<file path="src/rtl/branch_target_pkg.sv">
// -----------------------------------------------------------------------------
// branch_target_pkg
// Shared definitions for the branch-target / immediate generator pipe.
//   mode_e        : immediate field select and extension encodings
//   params_legal  : elaboration-time legality check of the pipe parameters
// -----------------------------------------------------------------------------
package branch_target_pkg;

  typedef enum logic [1:0] {
    MODE_SEXT_MIN = 2'b00,
    MODE_SEXT_MAX = 2'b01,
    MODE_ZEXT_MIN = 2'b10,
    MODE_ZEXT_MAX = 2'b11
  } mode_e;

  function automatic bit params_legal(input int unsigned min_w,
                                      input int unsigned max_w,
                                      input int unsigned out_w,
                                      input int unsigned sh_amt);
    return (min_w > 0) && (min_w < max_w) && (max_w < out_w) && (sh_amt <= 3);
  endfunction

endpackage

</file>
<file path="src/rtl/branch_target_pipe_if.sv">
// -----------------------------------------------------------------------------
// branch_target_pipe_if
// Request/response bundle of branch_target_pipe.
//   request : in_valid, in_ready, imm_in, mode, use_pc, pc_in, tag_in
//   response: out_valid, out_ready, result, tag_out, ovf
// Modports:
//   master : requester + consumer side (decode / operand muxes, testbench)
//   slave  : the pipe itself
// -----------------------------------------------------------------------------
interface branch_target_pipe_if #(
  parameter int unsigned DATA_IN_MAX_WIDTH = 12,
  parameter int unsigned DATA_OUT_WIDTH    = 16,
  parameter int unsigned TAG_WIDTH         = 4
);

  logic                         in_valid;
  logic                         in_ready;
  logic [DATA_IN_MAX_WIDTH-1:0] imm_in;
  logic [1:0]                   mode;
  logic                         use_pc;
  logic [DATA_OUT_WIDTH-1:0]    pc_in;
  logic [TAG_WIDTH-1:0]         tag_in;

  logic                         out_valid;
  logic                         out_ready;
  logic [DATA_OUT_WIDTH-1:0]    result;
  logic [TAG_WIDTH-1:0]         tag_out;
  logic                         ovf;

  modport master (
    output in_valid, imm_in, mode, use_pc, pc_in, tag_in, out_ready,
    input  in_ready, out_valid, result, tag_out, ovf
  );

  modport slave (
    input  in_valid, imm_in, mode, use_pc, pc_in, tag_in, out_ready,
    output in_ready, out_valid, result, tag_out, ovf
  );

endinterface

</file>
<file path="src/rtl/branch_target_pipe_imm_ext_shift.sv">
// -----------------------------------------------------------------------------
// imm_ext_shift
// Combinational field select, sign/zero extension and constant left shift.
//   imm_i     in  raw immediate (wide field; narrow field = low MIN bits)
//   mode_i    in  field select / extension kind
//   shifted_o out extended value shifted left by SHIFT_AMOUNT, zero fill
//   loss_o    out bits lost by the shift (only with BRANCH_TARGET_OVF_EN)
// -----------------------------------------------------------------------------
module imm_ext_shift
  import branch_target_pkg::*;
#(
  parameter int unsigned DATA_IN_MAX_WIDTH = 12,
  parameter int unsigned DATA_IN_MIN_WIDTH = 8,
  parameter int unsigned DATA_OUT_WIDTH    = 16,
  parameter int unsigned SHIFT_AMOUNT      = 1
) (
  input  logic [DATA_IN_MAX_WIDTH-1:0] imm_i,
  input  mode_e                        mode_i,
`ifdef BRANCH_TARGET_OVF_EN
  output logic                         loss_o,
`endif
  output logic [DATA_OUT_WIDTH-1:0]    shifted_o
);

  logic                         sext;
  logic [DATA_IN_MAX_WIDTH-1:0] field;
  logic [DATA_OUT_WIDTH-1:0]    ext;

  always_comb begin
    sext  = (mode_i == MODE_SEXT_MIN) || (mode_i == MODE_SEXT_MAX);
    field = imm_i;
    // Narrow field is first widened to the wide-field width so both paths
    // share a single final extension step.
    if ((mode_i == MODE_SEXT_MIN) || (mode_i == MODE_ZEXT_MIN)) begin
      field = {{(DATA_IN_MAX_WIDTH-DATA_IN_MIN_WIDTH){sext & imm_i[DATA_IN_MIN_WIDTH-1]}},
               imm_i[DATA_IN_MIN_WIDTH-1:0]};
    end
    ext       = {{(DATA_OUT_WIDTH-DATA_IN_MAX_WIDTH){sext & field[DATA_IN_MAX_WIDTH-1]}}, field};
    shifted_o = ext << SHIFT_AMOUNT;
  end

`ifdef BRANCH_TARGET_OVF_EN
  // Signed: a shifted-out bit differing from the new MSB changes the value.
  // Unsigned: any shifted-out one is lost.
  always_comb begin
    loss_o = 1'b0;
    for (int unsigned i = 0; i < SHIFT_AMOUNT; i++) begin
      if (sext ? (ext[DATA_OUT_WIDTH-1-i] != shifted_o[DATA_OUT_WIDTH-1])
               : ext[DATA_OUT_WIDTH-1-i]) begin
        loss_o = 1'b1;
      end
    end
  end
`endif

endmodule

</file>
<file path="src/rtl/branch_target_pipe.sv">
// -----------------------------------------------------------------------------
// branch_target_pipe
// Two-stage immediate / branch-target generator with valid/ready on both sides.
//   S1: select + extend + shift the immediate, capture pc/use_pc/tag.
//   S2: optional pc add, capture result/tag/ovf (drive the outputs).
// Ports:
//   clk  in  rising-edge clock
//   rst  in  synchronous reset, active-high
//   bus  slave modport of branch_target_pipe_if (request + response)
// Optional feature: define BRANCH_TARGET_OVF_EN to compute ovf from shift loss
// and address wrap; otherwise ovf is tied low.
// -----------------------------------------------------------------------------
module branch_target_pipe
  import branch_target_pkg::*;
#(
  parameter int unsigned DATA_IN_MAX_WIDTH = 12,
  parameter int unsigned DATA_IN_MIN_WIDTH = 8,
  parameter int unsigned DATA_OUT_WIDTH    = 16,
  parameter int unsigned SHIFT_AMOUNT      = 1,
  parameter int unsigned TAG_WIDTH         = 4
) (
  input logic                clk,
  input logic                rst,
  branch_target_pipe_if.slave bus
);

  if (!params_legal(DATA_IN_MIN_WIDTH, DATA_IN_MAX_WIDTH, DATA_OUT_WIDTH, SHIFT_AMOUNT)) begin : g_bad_params
    $error("branch_target_pipe: illegal parameter combination");
  end

  // Handshake chain
  logic s1_adv;
  logic s2_adv;

  // Stage 1 registers
  logic                      s1_valid_q;
  logic [DATA_OUT_WIDTH-1:0] s1_off_q;
  logic [DATA_OUT_WIDTH-1:0] s1_pc_q;
  logic                      s1_use_pc_q;
  logic [TAG_WIDTH-1:0]      s1_tag_q;

  // Stage 2 registers
  logic                      s2_valid_q;
  logic [DATA_OUT_WIDTH-1:0] result_q;
  logic [TAG_WIDTH-1:0]      tag_q;

  logic [DATA_OUT_WIDTH-1:0] off_d;
  logic [DATA_OUT_WIDTH-1:0] sum;
  logic [DATA_OUT_WIDTH-1:0] result_d;

`ifdef BRANCH_TARGET_OVF_EN
  logic loss_d;
  logic s1_loss_q;
  logic s1_sext_q;
  logic carry;
  logic wrap;
  logic ovf_d;
  logic ovf_q;
`endif

  assign s2_adv      = !s2_valid_q || bus.out_ready;
  assign s1_adv      = !s1_valid_q || s2_adv;
  assign bus.in_ready = s1_adv;

  imm_ext_shift #(
    .DATA_IN_MAX_WIDTH (DATA_IN_MAX_WIDTH),
    .DATA_IN_MIN_WIDTH (DATA_IN_MIN_WIDTH),
    .DATA_OUT_WIDTH    (DATA_OUT_WIDTH),
    .SHIFT_AMOUNT      (SHIFT_AMOUNT)
  ) u_imm_ext_shift (
    .imm_i     (bus.imm_in),
    .mode_i    (mode_e'(bus.mode)),
`ifdef BRANCH_TARGET_OVF_EN
    .loss_o    (loss_d),
`endif
    .shifted_o (off_d)
  );

  always_comb begin
`ifdef BRANCH_TARGET_OVF_EN
    {carry, sum} = {1'b0, s1_pc_q} + {1'b0, s1_off_q};
    // Signed offset: a negative offset stays in range only if the add carries,
    // a non-negative one only if it does not.
    wrap  = carry ^ (s1_sext_q & s1_off_q[DATA_OUT_WIDTH-1]);
    ovf_d = s1_loss_q | (s1_use_pc_q & wrap);
`else
    sum = s1_pc_q + s1_off_q;
`endif
    result_d = s1_use_pc_q ? sum : s1_off_q;
  end

  always_ff @(posedge clk) begin
    if (rst) begin
      s1_valid_q  <= 1'b0;
      s1_off_q    <= '0;
      s1_pc_q     <= '0;
      s1_use_pc_q <= 1'b0;
      s1_tag_q    <= '0;
      s2_valid_q  <= 1'b0;
      result_q    <= '0;
      tag_q       <= '0;
`ifdef BRANCH_TARGET_OVF_EN
      s1_loss_q   <= 1'b0;
      s1_sext_q   <= 1'b0;
      ovf_q       <= 1'b0;
`endif
    end else begin
      if (s1_adv) begin
        s1_valid_q <= bus.in_valid;
        if (bus.in_valid) begin
          s1_off_q    <= off_d;
          s1_pc_q     <= bus.pc_in;
          s1_use_pc_q <= bus.use_pc;
          s1_tag_q    <= bus.tag_in;
`ifdef BRANCH_TARGET_OVF_EN
          s1_loss_q   <= loss_d;
          s1_sext_q   <= ~bus.mode[1];
`endif
        end
      end
      if (s2_adv) begin
        s2_valid_q <= s1_valid_q;
        if (s1_valid_q) begin
          result_q <= result_d;
          tag_q    <= s1_tag_q;
`ifdef BRANCH_TARGET_OVF_EN
          ovf_q    <= ovf_d;
`endif
        end
      end
    end
  end

  assign bus.out_valid = s2_valid_q;
  assign bus.result    = result_q;
  assign bus.tag_out   = tag_q;
`ifdef BRANCH_TARGET_OVF_EN
  assign bus.ovf       = ovf_q;
`else
  assign bus.ovf       = 1'b0;
`endif

endmodule

</file>
<file path="src/flat_wrapper.sv">
// flat-port wrapper written by rule: the top's interface ports become plain ports
module branch_target_pipe_flat import branch_target_pkg::*;
#(
  parameter int unsigned DATA_IN_MAX_WIDTH = 12,
  parameter int unsigned DATA_IN_MIN_WIDTH = 8,
  parameter int unsigned DATA_OUT_WIDTH    = 16,
  parameter int unsigned SHIFT_AMOUNT      = 1,
  parameter int unsigned TAG_WIDTH         = 4
)
  (clk, rst, bus_in_valid, bus_imm_in, bus_mode, bus_use_pc, bus_pc_in, bus_tag_in, bus_out_ready, bus_in_ready, bus_out_valid, bus_result, bus_tag_out, bus_ovf);
  branch_target_pipe_if #(.DATA_IN_MAX_WIDTH(DATA_IN_MAX_WIDTH), .DATA_OUT_WIDTH(DATA_OUT_WIDTH), .TAG_WIDTH(TAG_WIDTH)) bus_i ();
  input logic clk;
  input logic rst;
  input wire logic [$bits(bus_i.in_valid)-1:0] bus_in_valid;
  input wire logic [$bits(bus_i.imm_in)-1:0] bus_imm_in;
  input wire logic [$bits(bus_i.mode)-1:0] bus_mode;
  input wire logic [$bits(bus_i.use_pc)-1:0] bus_use_pc;
  input wire logic [$bits(bus_i.pc_in)-1:0] bus_pc_in;
  input wire logic [$bits(bus_i.tag_in)-1:0] bus_tag_in;
  input wire logic [$bits(bus_i.out_ready)-1:0] bus_out_ready;
  output wire logic [$bits(bus_i.in_ready)-1:0] bus_in_ready;
  output wire logic [$bits(bus_i.out_valid)-1:0] bus_out_valid;
  output wire logic [$bits(bus_i.result)-1:0] bus_result;
  output wire logic [$bits(bus_i.tag_out)-1:0] bus_tag_out;
  output wire logic [$bits(bus_i.ovf)-1:0] bus_ovf;
  assign bus_i.in_valid = bus_in_valid;
  assign bus_i.imm_in = bus_imm_in;
  assign bus_i.mode = bus_mode;
  assign bus_i.use_pc = bus_use_pc;
  assign bus_i.pc_in = bus_pc_in;
  assign bus_i.tag_in = bus_tag_in;
  assign bus_i.out_ready = bus_out_ready;
  assign bus_in_ready = bus_i.in_ready;
  assign bus_out_valid = bus_i.out_valid;
  assign bus_result = bus_i.result;
  assign bus_tag_out = bus_i.tag_out;
  assign bus_ovf = bus_i.ovf;
  branch_target_pipe #(.DATA_IN_MAX_WIDTH(DATA_IN_MAX_WIDTH), .DATA_IN_MIN_WIDTH(DATA_IN_MIN_WIDTH), .DATA_OUT_WIDTH(DATA_OUT_WIDTH), .SHIFT_AMOUNT(SHIFT_AMOUNT), .TAG_WIDTH(TAG_WIDTH)) u_core (.clk(clk), .rst(rst), .bus(bus_i));
endmodule
</file>
<file path="config.mk">
export PLATFORM = sky130hd
export DESIGN_NAME = branch_target_pipe_flat
export DESIGN_NICKNAME = d
export VERILOG_FILES = /design/src/rtl/branch_target_pkg.sv /design/src/rtl/branch_target_pipe_if.sv /design/src/rtl/branch_target_pipe_imm_ext_shift.sv /design/src/rtl/branch_target_pipe.sv /design/src/flat_wrapper.sv
export SDC_FILE = /design/constraint.sdc
export NUM_CORES = 1
export LEC_CHECK = 0
export CORE_ASPECT_RATIO = 1.25
export CORE_MARGIN = 5
export CORE_UTILIZATION = 63
export CTS_CLUSTER_SIZE = 40
export DETAILED_ROUTE_END_ITERATION = 10
export DONT_BUFFER_PORTS = 1
export PLACE_DENSITY = 0.77
export SKIP_LAST_GASP = 1
export SYNTH_ARGS = -nofsm -noshare
export SYNTH_HDL_FRONTEND = slang
export SYNTH_SLANG_ARGS = --single-unit
</file>
<file path="constraint.sdc">
create_clock -name clk -period 2.4 [get_ports clk]
set_input_delay 0.24 -clock clk [delete_from_list [all_inputs] [get_ports clk]]
set_output_delay 0.24 -clock clk [all_outputs]
set_load 0.01 [all_outputs]
</file>
# Yosys cells after proc, flatten, opt, wreduce, memory -nomap -nowiden
# Index checks and enable logic that the tools add are counted.
# op_classes
add_sub_neg,1
n_eq_ne,2
n_mux,2
n_bitwise,2
reduce_logical,9
# op_table
operator,n
adder 16 bit,1
two-way mux 16 bit,1
two-way mux 12 bit,1
logical OR 1 bit,4
AND reduction 2 bit,2
AND 1 bit,2
"equality test 2 x 1 -> 1 bit, second input constant",1
"equality test 2 bit, second input constant",1
zero test 1 bit,2
zero test 2 bit,1
# word_totals
register_bits,56
in_bits,39
output_inout_bits,23

# Depth between registers and ports, before layout
# logic_depth
ltp_word,5
mapped_depth,10

# Cells and area by module
# A second synthesis with hierarchy kept.
# unflattened
cells_unflattened,399
area_unflattened_um2,3158.0
# modules_own_cells
module,instances,cells_per_inst,area_each_um2,seq_area_each_um2
branch_target_pipe,1,380,3015.4,1181.1
imm_ext_shift,1,19,142.6,0.0

# Least setup slack after synthesis
# No wires, ideal clock.
# synth_path
kind,reg2reg
start,reg u_core.s1_off_q[1]
end,reg u_core.result_q[15] (netlist: u_core.bus.result[15])
setup_ns,0.116
t_arrival_ns,2.059
required_time_ns,2.284
setup_slack_ns,0.225
path_stages_with_launch,11
synth_period_minus_slack_ns,2.175
cell_sequence,dfxtp_1 ha_1 inv_1 fa_1 nand2b_1 a21oi_1 nor2_1 o32ai_2 mux2i_1 mux2i_1 nor2_1
# synth_via
elab_chain_len,2
# synth_lines
item,line_no,rtl
start: declaration,branch_target_pipe.sv:37,logic [DATA_OUT_WIDTH-1:0] s1_off_q;
start signal: assignment,branch_target_pipe.sv:95,s1_off_q <= '0;
start signal: assignment,branch_target_pipe.sv:111,s1_off_q <= off_d;
adder 16 bit,branch_target_pipe.sv:87,sum = s1_pc_q + s1_off_q;
two-way mux 16 bit,branch_target_pipe.sv:89,result_d = s1_use_pc_q ? sum : s1_off_q;
end signal: assignment,branch_target_pipe.sv:124,result_q <= result_d;
end: declaration,branch_target_pipe.sv:44,logic [DATA_OUT_WIDTH-1:0] result_q;
# Every way passes these cells.
# A chain may end at the register's enable or synchronous reset.

# Worst setup path after layout
# layout_path
start,reg u_core.s1_off_q[1]
end,reg u_core.result_q[13] (netlist: u_core.bus.result[13])
# The elaborated chain is that of the path after synthesis.

==> run metrics <==
synthesis warning total 0; top-area cell type share of the netlist area 39.9%; Clock Path Buffers 2; Synth Area in Adders 6.95%; Pre-antenna DRT Iters 4; H-tree level count 2; FF+latch count, synth 56; initial core utilization 64.4%; Post-Syn Area 2810 um2; VDD IR max 395 uV; Slew @ Worst Pin 0.513 ns; final worst-path cycle share 91.8%; CTS root buffer clkbuf_8; crit-path cells ha_1 > inv_1 > fa_2 > nand2b_1 > a21oi_2 > nor2_1 > o31ai_1 > xnor2_1 > mux2i_1 > a211oi_1; largest family of logic cells by synthesized area simple AND/OR/NAND/NOR gates; Via-to-Cell Ratio 5.67; die height 84.6 um; Max-Cap Viols 0; endpoint type of the worst setup path flop; vias in the first global route 2,206; minimum clock period 2.20 ns; count of final setup violators 0; Post-synth top cells nand2_1 (84), dfxtp_1 (56), a21oi_1 (49); post-synthesis simple-gate area fraction 20.6%; initial antenna violation count 0; CP peak stage delay 0.35 ns; Post-Synthesis Cells 357; Syn-to-layout area delta 6.11%; Buffers on Ports 0; Starting DRT DRC Count 131; Post-Synth XOR/XNOR Area 3.12%; row count 27; Die W 69.7 um; DR WL/cell 14.5 um; post-synthesis mux area share 5.35%; Slew HR 65.7%; HP Class in -> reg; clk_skew 0.00395 ns; gr ovfl total 0; number of post-CTS setup repair buffers 0; Syn Area/Cell 7.86 um2; Ports 62; CP startpoint kind flop; ant diodes 0; Leakage Power 1.17 nW; Worst EP required 2.64 ns; clock-pin slew on the worst setup and hold paths 0.10 ns; Seq/Total Area, Yosys 39.9%; critical path peak fanout 3; first-pass GRT wire length 10.2 mm; Routed Antenna Nets 0; Final Hold Viols 0; critical path class reg -> reg; largest net degree at the start of global routing 54; full die area 5900 um2; Vias 2,324; slowest CP cell dfxtp_2; total CTS buffers 5; Core Area 4360 um2; async set-reset flop share out of synthesis 0%; CTS tree done; Clock Sinks 56; Max Freq 454 MHz; Final nets 405; fraction of layout cells with a size suffix above 1 7.67%; post-synth cell types 39; worst skew pair latency 0.31 ns; largest area contributor in the netlist dfxtp_1; TNS Setup 0 ns; ys flop type dfxtp_1; Power Total 1.82 mW; Worst Path Arrival 2.44 ns; syn_nets 411; top-count cell post-synth nand2_1; HPWL Detailed 4.26 mm; power per cell area 611 nW/um2; Total Wirelength 5.96 mm; Total GRT Usage 21.0%; EDFF count, synth 0; Area contributors post-synth dfxtp_1 (40%), nand2_1 (11%), a21oi_1 (8.7%); final RePlAce weighted congestion 0.833; Synth Area in Compound Gates 19.5%; RSZ-0062 raised after global routing false; status finished, final reports clean; DRC errors left 0; Final Max Tran Viols 0
-- flip-flops by register name, summed over array words and instances, names as in the netlist --
signal	count
u_core.bus.result	16
u_core.s1_pc_q	16
u_core.s1_off_q	13
u_core.bus.tag_out	4
u_core.s1_tag_q	4
u_core.bus.out_valid	1
u_core.s1_use_pc_q	1
u_core.s1_valid_q	1
-- cell usage in the layout (no fill, tap or decap), drive strengths merged, types with 6 or more instances in the layout --
cell type,instances
nand2,85
dfxtp,56
a21oi,50
nor2,34
a211oi,19
mux2i,15
ha,14
inv,11
buf,8
xnor2,6
o21ai,6
-- layout make-up --
cell class                 instances  area (um2)
clock buffer                       5        68.8
timing repair buffer               9        82.6
clock inverter                     3        22.5
fill                             379        1380
tap                               58        72.6
multi-input combinational        269        1570
inverter                          10        37.5
sequential                        56        1120
-- worst max-delay path: cells and delay by family (launching register included) --
| family | cells | cell delay (ns) |
|---|---|---|
| simple gates | 2 | 0.28 |
| buf+inv | 1 | 0.06 |
| mux | 1 | 0.10 |
| fa+ha+maj | 2 | 0.50 |
| xor+xnor | 1 | 0.16 |
| flops | 1 | 0.35 |
| compound gates | 3 | 0.68 |
-- stage by stage --
| stage | setup WS [ns] | area, um2 | hold WS, ns | cells | utilization, % |
|---|---|---|---|---|---|
| 2_1_floorplan | 0.225 | 2810 | 0.357 | 357 | - |
| 3_3_place_gp | 0.110 | 2850 | 0.311 | 400 | 65.3 |
| 3_5_place_dp | 0.0269 | 2850 | 0.314 | 400 | 65.3 |
| 4_1_cts | 0.00214 | 2970 | 0.0374 | 410 | 68.1 |
| 5_1_grt | 0.0173 | 2980 | 0.0314 | 410 | 68.3 |
| 6_report | 0.196 | 2980 | 0.0452 | 410 | 68.3 |
-- report_power, final --
group / switching (mW) / internal [mW]
Combinational: 0.159 / 0.108
Clock: 0.317 / 0.210
Sequential: 0.0453 / 0.982
Total: 0.521 / 1.30
-- routing by layer --
layer  track usage [%]  vias up  routed length [um]
li1                  -     1202                   -
met1              24.1     1068                2520
met2              37.7       47                3030
met3              6.35        7                 341
met4              5.75        0                  74
met5                 0        -                   0
-- final timing paths --
| path | startpoint | slack (ns) | end | cells after the start |
|---|---|---|---|---|
| worst max-delay path | u_core.s1_off_q[1] | 0.20 | u_core.bus.result[13] | 10 |
| worst min-delay path | bus_tag_in[2] | 0.05 | u_core.s1_tag_q[2] | 2 |
| worst max register to register | u_core.s1_off_q[1] | 0.20 | u_core.bus.result[13] | 10 |
| worst min register to register | u_core.s1_tag_q[3] | 0.46 | u_core.bus.tag_out[3] | 2 |
-- cell families (layout without fill, tap and decap cells) --
| family | count (synthesis) | in the layout |
|---|---|---|
| AND/OR/NAND/NOR | 140 | 140 |
| AO/OA/AOI/OAI | 88 | 88 |
| flip-flops | 56 | 56 |
| buffers and inverters | 32 | 27 |
| adder cells (fa/ha/maj) | 15 | 15 |
| multiplexers | 15 | 15 |
| XOR/XNOR | 10 | 10 |
| other | 1 | 1 |
-- timing repair --
action | CTS | global route
hold endpoints to repair | 53 | 0
resized for setup | 0 | 4
hold buffers | 2 | 0
endpoints found under the setup margin | 0 | 3
Power figures use the tool's default switching activity.
